`config.mk`:
```
export PLATFORM = sky130hd
export DESIGN_NAME = lab2_entry_pad
export DESIGN_NICKNAME = d
export VERILOG_FILES = /design/src/rtl/lab2_entry_pad.sv
export SDC_FILE = /design/constraint.sdc
export NUM_CORES = 1
export LEC_CHECK = 0
export CAP_MARGIN = 20
export CORE_ASPECT_RATIO = 1.2
export CORE_MARGIN = 2
export CORE_UTILIZATION = 44
export DETAILED_ROUTE_END_ITERATION = 16
export PLACE_DENSITY = 0.69
export SLEW_MARGIN = 25
export SYNTH_ARGS = -nofsm -noshare
export SYNTH_HDL_FRONTEND = slang
export SYNTH_SLANG_ARGS = --single-unit
export TNS_END_PERCENT = 1
```
`constraint.sdc`:
```
create_clock -name Clock -period 1.44 [get_ports Clock]
set_clock_uncertainty 0.15 [all_clocks]
set_input_delay 0.36 -clock Clock [delete_from_list [all_inputs] [get_ports Clock]]
set_output_delay 0.36 -clock Clock [all_outputs]
set_load 0.01 [all_outputs]
```
`src/rtl/lab2_entry_pad.sv`:
```
// lab2_entry_pad: synchronizes and debounces a raw push-button and 4-bit switch
// bank, and emits one registered Enter strobe per accepted press. Digit is captured
// from the switches on the Enter edge and held until the next accepted press.
//
// Ports:
//   Clock    - system clock, rising edge
//   Reset    - synchronous, active-high; overrides everything
//   Button   - raw asynchronous bouncing button, 1 = pressed
//   Switches - raw asynchronous digit switches
//   Enter    - single-cycle press strobe (registered)
//   Digit    - switch value captured with the most recent Enter (registered)
//   Busy     - high whenever State != IDLE
//   State    - FSM state code, for debug / observation
//
// Optional feature macro: ENTRY_HOLDOFF_EN. When it is defined, an accepted release
// is followed by HOLDOFF_CYCLES of dead time (HOLDOFF) before IDLE. When it is not
// defined, release goes straight to IDLE, and HOLDOFF behaves like an illegal code.
//
// Enter appears DEBOUNCE_CYCLES+2 edges after Button goes stably high: two edges of
// synchronizer, then one edge into PRESS_WAIT, then DEBOUNCE_CYCLES-1 edges counting.

module lab2_entry_pad #(
  parameter int DEBOUNCE_CYCLES = 16,
  parameter int CNT_WIDTH       = 5,
  parameter int HOLDOFF_CYCLES  = 8
) (
  input  logic       Clock,
  input  logic       Reset,
  input  logic       Button,
  input  logic [3:0] Switches,
  output logic       Enter,
  output logic [3:0] Digit,
  output logic       Busy,
  output logic [2:0] State
);

  typedef enum logic [2:0] {
    IDLE         = 3'd0,
    PRESS_WAIT   = 3'd1,
    PRESSED      = 3'd2,
    RELEASE_WAIT = 3'd3,
    HOLDOFF      = 3'd4
  } state_t;

  // Counter ceiling: the larger of the two terminal counts. The FSM never
  // counts past its terminal value, so this ceiling only guards against wrap.
  localparam int CNT_SAT = (DEBOUNCE_CYCLES > HOLDOFF_CYCLES) ? DEBOUNCE_CYCLES : HOLDOFF_CYCLES;
  localparam logic [CNT_WIDTH-1:0] DEB_LAST = CNT_WIDTH'(DEBOUNCE_CYCLES - 1);

  state_t               state;
  logic [CNT_WIDTH-1:0] cnt;
  logic [CNT_WIDTH-1:0] cnt_inc;
  logic                 btn_m, btn_s;
  logic [3:0]           sw_m, sw_s;

  assign cnt_inc = (cnt >= CNT_WIDTH'(CNT_SAT)) ? cnt : cnt + CNT_WIDTH'(1);

  assign State = state;
  assign Busy  = (state != IDLE);

  always_ff @(posedge Clock) begin
    if (Reset) begin
      btn_m <= 1'b0;
      btn_s <= 1'b0;
      sw_m  <= 4'h0;
      sw_s  <= 4'h0;
      state <= IDLE;
      cnt   <= '0;
      Enter <= 1'b0;
      Digit <= 4'h0;
    end else begin
      btn_m <= Button;
      btn_s <= btn_m;
      sw_m  <= Switches;
      sw_s  <= sw_m;
      // Enter is a strobe: it is only raised on the edge entering PRESSED.
      Enter <= 1'b0;

      case (state)
        IDLE: begin
          if (btn_s) begin
            state <= PRESS_WAIT;
            cnt   <= CNT_WIDTH'(1);
          end else begin
            cnt <= '0;
          end
        end

        PRESS_WAIT: begin
          if (!btn_s) begin
            state <= IDLE;
            cnt   <= '0;
          end else if (cnt == DEB_LAST) begin
            state <= PRESSED;
            cnt   <= '0;
            Enter <= 1'b1;
            Digit <= sw_s;
          end else begin
            cnt <= cnt_inc;
          end
        end

        PRESSED: begin
          // Held button never repeats; only a falling btn_s moves on.
          if (!btn_s) begin
            state <= RELEASE_WAIT;
            cnt   <= CNT_WIDTH'(1);
          end else begin
            cnt <= '0;
          end
        end

        RELEASE_WAIT: begin
          if (btn_s) begin
            // Release bounce: back to PRESSED without a new strobe.
            state <= PRESSED;
            cnt   <= '0;
          end else if (cnt == DEB_LAST) begin
`ifdef ENTRY_HOLDOFF_EN
            state <= HOLDOFF;
`else
            state <= IDLE;
`endif
            cnt   <= '0;
          end else begin
            cnt <= cnt_inc;
          end
        end

`ifdef ENTRY_HOLDOFF_EN
        HOLDOFF: begin
          // Dead time after release; btn_s is deliberately ignored here.
          if (cnt == CNT_WIDTH'(HOLDOFF_CYCLES - 1)) begin
            state <= IDLE;
            cnt   <= '0;
          end else begin
            cnt <= cnt_inc;
          end
        end
`endif

        default: begin
          state <= IDLE;
          cnt   <= '0;
        end
      endcase
    end
  end

endmodule
```
==> results by group, run 1 <==
Yosys
  • Commonest register cell after synthesis: dfxtp_1
  • Most frequent cells after synthesis: 22 x dfxtp_1, 12 x nor2b_1, 7 x or2b_2, 5 x a21oi_1, 5 x mux2i_1
  • Share of the yosys chip area belonging to registers: 0.514
  • Async S/R FF share, synth: 0
  • Area share of the largest cell type after synthesis: 0.514
  • Netlist area before placement: 857 um2
  • Register bit count reported by yosys: 22
  • Library cell occupying the most area in the post-synthesis netlist: dfxtp_1
  • Top cells by area in the synthesized netlist: dfxtp_1 51%, nor2b_1 8.8%, or2b_2 7.2%, mux2i_1 5.8%, a21oi_1 2.9%
  • Syn Area/Cell: 10.5 um2
  • Most common cell in the netlist: dfxtp_1
  • Number of synthesis warnings: 0
  • Number of distinct library cells after synthesis: 23
  • Post-synth EDFFs: 0
  • Synthesized net count: 91
  • Synth Instances: 82

Run
  • Max-capacitance violation count: 0

Worst setup path
  • Endpoint arrival time on the critical path: 980 ps
  • Critical path peak fanout: 2
  • Launch point of the worst reg-to-reg path: cnt[1]
  • Crit path capture type: output port
  • CP Data Required Time: 930 ps
  • Type of the worst setup path: reg2out
  • Kind of launch point of the worst setup path: register
  • Worst setup path start: State[0]

Global routing
  • First-pass GRT wire length: 2460 um
  • Vias in the first global route: 595
  • Global routing usage summed across all routing layers: 0.146
  • Largest net degree at the start of global routing: 12
  • Initial antenna violation count: 0
  • Grt ovf: 0

Detailed routing
  • Met2 wire length: 721 um
  • Wirelength, routed: 1300 um
  • DRC violation count after routing: 0
  • Detailed-route wire length per cell: 10.5 um
  • Metal-1 WL: 508 um
  • Number of iterations in the first detailed-routing pass: 4
  • Avg Vias per Cell: 4.90
  • Met3 routed WL: 48 um
  • Highest metal layer with signal wires: met4
  • Vias after detailed routing: 608
  • Remaining antenna violation count after routing: 0
  • DR iter-0 viols: 6

Timing
  • Worst-case setup margin in the final layout: -54.1 ps
  • Unrepaired setup endpoints after global routing: yes
  • Upper clock frequency limit: 669 MHz
  • Slew Limit Fails: 0
  • Finish-stage setup viols: 2
  • Post-route worst hold slack: 295 ps
  • Fin crit period: 1490 ps
  • Number of hold violations in the final report: 0
  • Post-route clock period utilization: 1.04

Placement
  • Number of I/O port buffers: 14
  • HPWL after detailed placement: 986 um
  • Routability Congestion: 0.801

Clocking
  • CTS hold repair buffers: 0
  • Clock H-tree levels: 1
  • Total clock buffers created by CTS: 3
  • Largest buffer count on any clock path: 2
  • Clock-pin slew on the worst setup and hold paths: 110 ps
  • Skew-Pair Late Insertion Delay: 290 ps
  • Clock sink total: 22
  • Clock tree from TritonCTS: yes
  • Cell at the root of the clock tree: clkbuf_4

Floorplan
  • I/O Pins: 16
  • Starting Density: 0.469
  • Total die area: 0.00232 mm2
  • Die height: 52.3 um
  • FP Rows: 17
  • Standard cell core area: 0.00183 mm2
  • Horiz. Die Dim: 44.3 um

Worst hold path
  • Worst hold path startpoint: sw_m[2]
  • Hold WC Path Type: reg2reg

Pwr
  • Overall Power: 0.000944 W
  • Power density of the placed cells: 840 mW/mm2
  • Worst VDD drop: 0.641 mV
  • Leakage component of the power: 0.425 nW

Layout
  • Number of inserted diodes: 0
  • Share of layout cells above drive strength 1: 0.333
  • Final net count: 116
  • Final-layout fill cell count: 166
  • Synthesis-to-layout area growth: 31.1%

Outcome
  • Status: finished, violations left
  • Violations in the final reports: negative setup slack
-- worst paths after layout --
kind	endpoint	slack, ps	cells after the start
worst max-delay path	Busy	-50	2
worst min-delay path	sw_s[2]	290	1
worst max register to register	cnt[3]	-20	4
worst min register to register	sw_s[2]	290	1
-- critical path, cell delays in order (launching register included) --
cell,delay (ps)
dfxtp_2,330
or2_4,240
buf_6,120
-- registers in the layout (all words and copies together) (netlist names), named ones only --
signal  count
btn_m       1
Enter       1
sw_m        4
sw_s        4
btn_s       1
Digit       4
cnt         5
State       1
-- layout by cell type, fill, tap and decap left out --
master / Yosys / routed
clkbuf_4: 0 / 3
nand3_1: 3 / 2
nand2_1: 1 / 1
a21oi_1: 5 / 5
dfxtp_4: 0 / 1
nand2b_4: 1 / 1
nand3b_1: 1 / 1
clkdlybuf4s50_1: 0 / 6
mux2i_1: 5 / 5
dfxtp_1: 22 / 15
nor2b_1: 12 / 12
xor2_1: 1 / 1
o21ai_0: 1 / 1
ha_4: 0 / 1
nor4_4: 1 / 1
or2b_2: 7 / 7
buf_6: 0 / 3
dlygate4sd2_1: 0 / 2
nand2b_1: 4 / 4
or4_1: 1 / 1
a311oi_1: 1 / 1
clkbuf_2: 0 / 1
clkdlybuf4s15_1: 0 / 2
buf_4: 1 / 9
nor2_1: 4 / 4
ha_1: 2 / 1
xnor2_1: 1 / 1
or2_4: 0 / 1
nand3_2: 0 / 1
conb_1: 1 / 1
dfxtp_2: 0 / 6
inv_1: 4 / 4
-- metal layers --
| metal | vias to the layer above | global-route usage |
|---|---|---|
| met5 | - | 0 |
| met4 | 0 | 0.106 |
| met3 | 2 | 0.0241 |
| met2 | 11 | 0.250 |
| met1 | 287 | 0.160 |
| li1 | 308 | - |
-- through the flow --
stage,worst slack [ps],setup TNS [ps],cells,utilization,instance area (um2)
final,-54.1,-76.6,124,0.614,1120
after floorplan,1.03,0,82,-,867
after global placement,-132,-1080,120,0.588,1080
after detailed placement,-155,-1250,120,0.588,1080
after global routing,-85.4,-122,124,0.614,1120
after CTS,-222,-356,123,0.606,1110
-- report_power, final --
| group | internal, W | switching [W] | total [W] | leakage, nW |
|---|---|---|---|---|
| Clock | 0.0000972 | 0.000164 | 0.000261 | 0.0138 |
| Sequential | 0.000621 | 0.00000413 | 0.000625 | 0.183 |
| Combinational | 0.0000375 | 0.0000200 | 0.0000575 | 0.228 |
| Total | 0.000756 | 0.000188 | 0.000944 | 0.425 |
-- kinds of logic (layout without fill, tap and decap cells) --
family | Yosys count | after routing | share of synthesized area
adder cells (fa/ha/maj) | 2 | 2 | 0.0292
AO/OA/AOI/OAI | 7 | 7 | 0.0452
XOR/XNOR | 2 | 2 | 0.0204
flip-flops | 22 | 22 | 0.514
multiplexers | 5 | 5 | 0.0584
AND/OR/NAND/NOR | 36 | 36 | 0.293
buffers and inverters | 7 | 30 | 0.0350
other | 1 | 1 | 0.00438
-- final cells by class --
type                       count  area, um2  area share
clock buffer                   3       22.5      0.0200
inverter                       4       15.0      0.0134
multi-input combinational     53        407       0.362
sequential                    22        452       0.402
tap                           19       23.8      0.0212
timing repair buffer          23        204       0.182
-- repair_timing --
action,in CTS,in global routing
endpoints found under the setup margin,12,11
setup buffers,0,1
gates resized for setup,16,16
pin swaps,0,2
Note: power is estimated with default switching activity, not from simulation.
==> run 2: changes to the inputs <==
--- a/config.mk
+++ b/config.mk
@@ -8,9 +8,11 @@
 export CAP_MARGIN = 20
 export CORE_ASPECT_RATIO = 1.2
 export CORE_MARGIN = 2
-export CORE_UTILIZATION = 44
+export CORE_UTILIZATION = 55
+export CTS_BUF_LIST = sky130_fd_sc_hd__clkbuf_4
 export DETAILED_ROUTE_END_ITERATION = 16
-export PLACE_DENSITY = 0.69
+export DONT_BUFFER_PORTS = 1
+export PLACE_DENSITY = 0.7
 export SLEW_MARGIN = 25
 export SYNTH_ARGS = -nofsm -noshare
 export SYNTH_HDL_FRONTEND = slang
==> run 2 against run 1 <==
Net effect: global-route usage is 1.0 points higher; die area is 18% lower; the flow still finishes with violations (negative setup slack); combinational power fell by 45%; hold slack lost 250 ps; sequential cell count stayed put; critical path depth shrank 1; clock power about the same.
==> results by group, run 2 (same netlist as run 1, synthesis figures left out) <==
Pwr
  • Worst VDD drop: 0.598 mV (-6.7%)
  • Leakage component of the power: 0.337 nW (-21%)
  • Overall Power: 0.000917 W (-2.8%)
  • Power density of the placed cells: 952 mW/mm2 (+13%)

Timing
  • Post-route clock period utilization: 1.00 (-0.0361)
  • Fin crit period: 1440 ps (-51.9 ps)
  • Finish-stage setup viols: 1 (-1)
  • Worst-case setup margin in the final layout: -2.23 ps (+51.9 ps)
  • Number of hold violations in the final report: 0 (unchanged)
  • Unrepaired setup endpoints after global routing: yes
  • Slew Limit Fails: 0 (unchanged)
  • Upper clock frequency limit: 693 MHz (+3.6%)

Clocking
  • Clock-pin slew on the worst setup and hold paths: 110 ps (about the same)
  • Cell at the root of the clock tree: clkbuf_4
  • Skew-Pair Late Insertion Delay: 290 ps (about the same)
  • Clock tree from TritonCTS: yes
  • Clock sink total: 22 (unchanged)
  • Clock H-tree levels: 1 (unchanged)
  • Total clock buffers created by CTS: 3 (unchanged)
  • Largest buffer count on any clock path: 2 (unchanged)

Layout
  • Largest register by flop count: cnt
  • Largest register FFs: 5 (unchanged)
  • Synthesis-to-layout area growth: 12.4%
  • Share of layout cells above drive strength 1: 0.295 (-0.0379)
  • Highest-count cells in the layout ignoring fill and taps: 16 x dfxtp_1, 12 x nor2b_1, 7 x or2b_2
  • Post-route cell area: 963 um2 (-14%)
  • Number of inserted diodes: 0 (unchanged)
  • Final net count: 99 (-15%)
  • Post-route insts no fill: 105 (-15%)
  • Commonest non-fill, non-tap cell in the layout: dfxtp_1

Placement
  • Routability Congestion: 0.650 (-19%)
  • Number of I/O port buffers: 0 (-14)
  • HPWL after detailed placement: 893 um (-9.4%)
  • Post-Place Worst Slack: -21.4 ps (+134 ps)
  • Placement-stage cell area: 896 um2 (-17%)
  • Dpl cells: 99 (-18%)

Detailed routing
  • Wirelength, routed: 1300 um (+0.23%)
  • Remaining antenna violation count after routing: 0 (unchanged)
  • DRC violation count after routing: 0 (unchanged)
  • Detailed-route wire length per cell: 12.4 um (+18%)
  • Avg Vias per Cell: 5.13 (+4.7%)
  • Vias after detailed routing: 539 (-11%)
  • Number of iterations in the first detailed-routing pass: 2 (-2)
  • DR iter-0 viols: 1 (-5)

Floorplan
  • Standard cell core area: 0.00145 mm2 (-21%)
  • Total die area: 0.00189 mm2 (-18%)
  • Horiz. Die Dim: 40.0 um (-9.6%)
  • I/O Pins: 16 (unchanged)
  • Die height: 47.2 um (-9.7%)
  • Starting Density: 0.593 (+0.125)
  • FP Rows: 15 (-2)

Global routing
  • Grt ovf: 0 (unchanged)
  • Largest net degree at the start of global routing: 14 (+2)
  • Vias in the first global route: 493 (-17%)
  • Initial antenna violation count: 0 (unchanged)
  • Global routing usage summed across all routing layers: 0.157 (+0.0102)
  • First-pass GRT wire length: 1950 um (-21%)

Worst setup path
  • CP Data Required Time: 930 ps (about the same)
  • Endpoint arrival time on the critical path: 930 ps (-50 ps)
  • Kind of launch point of the worst setup path: register
  • Critical path buffer and inverter count: 0 (-1)
  • Critical path peak fanout: 5 (+3)
  • Critical path, cell by cell: or2_4
  • Type of the worst setup path: reg2out
  • Largest stage delay, worst path: 390 ps (+60 ps)
  • Crit path capture type: output port
  • Crit-path leading delay family: flip-flops
  • Cell type of the slowest stage on the worst timing path: dfxtp_4
  • Launch point of the worst reg-to-reg path: cnt[1]

Worst hold path
  • Worst hold path startpoint: Button
  • Hold WC Path Type: in2reg

Run
  • Max-capacitance violation count: 0 (unchanged)

Outcome
  • Violations in the final reports: negative setup slack
  • Status: finished, violations left
-- run 2: cell types whose count changed in the layout (fill, tap and decap cells not counted) --
| cell | before | now |
|---|---|---|
| buf_4 | 9 | 5 |
| dlygate4sd2_1 | 2 | 0 |
| clkdlybuf4s50_1 | 6 | 0 |
| clkdlybuf4s15_1 | 2 | 0 |
| dlygate4sd3_1 | 0 | 1 |
| dfxtp_2 | 6 | 5 |
| buf_6 | 3 | 0 |
| clkbuf_2 | 1 | 0 |
| dfxtp_1 | 15 | 16 |
-- run 2: stage by stage --
step,hold WS (ps),utilization,setup TNS [ps]
3_3_place_gp,267,0.620,0
5_1_grt,22.9,0.667,-59.0
3_5_place_dp,278,0.620,-39.8
4_1_cts,34.4,0.658,-11.0
6_report,41.5,0.667,-2.23
2_1_floorplan,264,-,0
-- run 2: routing by layer --
metal / global-route usage / up-vias / wire length [um]
li1: - / 273 / -
met1: 0.143 / 252 / 493
met2: 0.290 / 12 / 726
met3: 0.0569 / 2 / 75
met4: 0.0828 / 0 / 8
met5: 0 / - / 0
-- run 2: final timing paths --
check	slack [ps]	depth (start not counted)	end
worst min register to register	300	1	sw_s[1]
worst max-delay path	-2	1	Busy
worst max register to register	40	4	cnt[3]
worst min-delay path	40	1	btn_m
-- run 2: layout make-up --
| cell class | count | area, um2 |
|---|---|---|
| fillers | 128 | 482 |
| well taps | 17 | 21.3 |
| inverters | 4 | 15.0 |
| multi-input cells | 53 | 407 |
| repair buffers | 6 | 47.5 |
| flip-flops and latches | 22 | 450 |
| clock buffers | 3 | 22.5 |
-- run 2: power breakdown --
group	internal [W]	switching, W	total [W]
Combinational	0.0000178	0.0000138	0.0000316
Clock	0.0000974	0.000162	0.000259
Sequential	0.000621	0.00000504	0.000626
-- run 2: repair_timing --
action	in CTS	in global routing
gates resized for setup	4	3
pin swaps	1	1
endpoints found under the setup margin	5	7
hold buffers	1	0
buffers inserted	2	0
endpoints found under the hold margin	11	0
==> run 3: changes to the inputs <==
--- a/config.mk
+++ b/config.mk
@@ -12,6 +12,7 @@
 export CTS_BUF_LIST = sky130_fd_sc_hd__clkbuf_4
 export DETAILED_ROUTE_END_ITERATION = 16
 export DONT_BUFFER_PORTS = 1
+export GPL_TIMING_DRIVEN = 0
 export PLACE_DENSITY = 0.7
 export SLEW_MARGIN = 25
 export SYNTH_ARGS = -nofsm -noshare
==> run 3 against run 2 <==
Net effect: the run still ends with negative setup slack left; utilization shrank 1.4 points; routed wire length shrank 7.1%; non-clock buffer count shrank 2; largest cell class unchanged.
==> results by group, run 3 (same netlist as run 1, synthesis figures left out) <==
Clocking
  • Skew-Pair Late Insertion Delay: 300 ps (about the same)
  • Total clock buffers created by CTS: 3 (unchanged)
  • CTS hold repair buffers: 0 (-1)
  • Cell at the root of the clock tree: clkbuf_4
  • Clock sink total: 22 (unchanged)
  • Largest buffer count on any clock path: 2 (unchanged)
  • Clock H-tree levels: 1 (unchanged)
  • Clock-pin slew on the worst setup and hold paths: 110 ps (about the same)
  • Clock tree from TritonCTS: yes

Detailed routing
  • Vias after detailed routing: 532 (-1.3%)
  • Detailed-route wire length per cell: 11.7 um (-5.3%)
  • Remaining antenna violation count after routing: 0 (unchanged)
  • DR iter-0 viols: 2 (+1)
  • Number of iterations in the first detailed-routing pass: 2 (unchanged)
  • Metal-1 WL: 504 um (+2.2%)
  • Wirelength, routed: 1210 um (-7.1%)
  • Avg Vias per Cell: 5.17 (+0.62%)
  • Met3 routed WL: 62 um (-17%)
  • Met2 wire length: 602 um (-17%)
  • DRC violation count after routing: 0 (unchanged)
  • Highest metal layer with signal wires: met4

Worst setup path
  • Critical path buffer and inverter count: 0 (unchanged)
  • Cell type of the slowest stage on the worst timing path: dfxtp_4
  • Critical path, cell by cell: or2_4
  • Crit path capture type: output port
  • Type of the worst setup path: reg2out
  • Endpoint arrival time on the critical path: 950 ps (+20 ps)
  • CP Data Required Time: 930 ps (about the same)
  • Crit-path leading delay family: flip-flops
  • Largest stage delay, worst path: 390 ps (about the same)
  • Kind of launch point of the worst setup path: register
  • Critical path peak fanout: 5 (unchanged)

Timing
  • Post-route clock period utilization: 1.01 (+0.0109)
  • Finish-stage setup viols: 1 (unchanged)
  • Upper clock frequency limit: 686 MHz (-1.1%)
  • Number of hold violations in the final report: 0 (unchanged)
  • Fin crit period: 1460 ps (+15.8 ps)
  • Unrepaired setup endpoints after global routing: yes
  • Slew Limit Fails: 0 (unchanged)
  • Total negative slack for setup checks: -18.0 ps (-15.8 ps)
  • Worst-case setup margin in the final layout: -18.0 ps (-15.8 ps)

Pwr
  • Power density of the placed cells: 974 mW/mm2 (+2.4%)
  • Leakage component of the power: 0.319 nW (-5.4%)
  • Worst VDD drop: 0.817 mV (+37%)

Layout
  • Highest-count cells in the layout ignoring fill and taps: 18 x dfxtp_1, 12 x nor2b_1, 7 x or2b_2
  • Final net count: 97 (-2.0%)
  • Post-route insts no fill: 103 (-1.9%)
  • Number of inserted diodes: 0 (unchanged)
  • Synthesis-to-layout area growth: 10.1%
  • Largest register FFs: 5 (unchanged)
  • Commonest non-fill, non-tap cell in the layout: dfxtp_1
  • Share of layout cells above drive strength 1: 0.244 (-0.0513)
  • Largest register by flop count: cnt
  • Layout Utilization: 0.653 (-0.0139)
  • Final-layout fill cell count: 133 (+3.9%)

Floorplan
  • Standard cell core area: 0.00145 mm2 (unchanged)
  • Total die area: 0.00189 mm2 (unchanged)
  • I/O Pins: 16 (unchanged)
  • Die height: 47.2 um (unchanged)
  • Horiz. Die Dim: 40.0 um (unchanged)
  • Starting Density: 0.593 (unchanged)
  • FP Rows: 15 (unchanged)

Placement
  • Routability Congestion: 0.630 (-3.0%)
  • Number of I/O port buffers: 0 (unchanged)
  • HPWL after detailed placement: 872 um (-2.4%)
  • Dpl cells: 99 (unchanged)
  • Post-Place Worst Slack: -141 ps (-119 ps)

Outcome
  • Status: finished, violations left
  • Violations in the final reports: negative setup slack

Global routing
  • Initial antenna violation count: 0 (unchanged)
  • Vias in the first global route: 486 (-1.4%)
  • First-pass GRT wire length: 1920 um (-1.7%)
  • Grt ovf: 0 (unchanged)
  • Global routing usage summed across all routing layers: 0.158 (+0.000967)
  • Largest net degree at the start of global routing: 12 (-2)

Run
  • Max-capacitance violation count: 0 (unchanged)

Worst hold path
  • Hold WC Path Type: in2reg
-- run 3: cell count changes in the layout (fill, tap and decap cells not counted) --
cell / change
buf_4: -3
clkbuf_1: +2
dfxtp_1: +2
dfxtp_2: -5
dfxtp_4: +3
dlygate4sd3_1: -1
-- run 3: metal layers --
layer  up-vias  GRT usage
met1       247      0.149
met5         -          0
met2        11      0.274
met3         4     0.0474
li1        270          -
met4         0      0.124
-- run 3: layout make-up --
cell class | count | area, um2 | area share
Inverter | 4 | 15.0 | 0.0159
Buffer | 3 | 15.0 | 0.0159
Multi-Input combinational cell | 53 | 407 | 0.431
Timing Repair Buffer | 1 | 7.51 | 0.00796
Tap cell | 17 | 21.3 | 0.0225
Clock buffer | 3 | 22.5 | 0.0239
Sequential cell | 22 | 455 | 0.483
-- run 3: metrics by stage --
step                total power, W  area [um2]  hold WS (ps)
global route              0.000961         943          22.0
global placement          0.000673         888           267
detailed placement        0.000675         888           274
floorplan                 0.000669         867           264
finish                    0.000919         943          30.5
CTS                       0.000934         936          28.9
-- run 3: worst paths after layout --
check | from | end | slack, ps | cells past startpoint
worst max-delay path | State[0] | Busy | -20 | 1
worst max register to register | cnt[0] | Digit[3] | 70 | 5
worst min register to register | sw_m[2] | sw_s[2] | 300 | 1
worst min-delay path | Switches[3] | sw_m[3] | 30 | 1
-- run 3: what timing repair did --
item | 4_1_cts | 5_1_grt
gates resized for setup | 5 | 3
pin swaps | 2 | 0
hold endpoints to repair | 0 | 0
cloned | 0 | 0
setup endpoints to repair | 6 | 4
buffers inserted | 1 | 0
-- run 3: where the power goes --
| group | internal, W | switching [W] |
|---|---|---|
| Combinational | 0.0000170 | 0.0000154 |
| Sequential | 0.000616 | 0.00000563 |
| Clock | 0.0000975 | 0.000167 |
| Total | 0.000731 | 0.000188 |
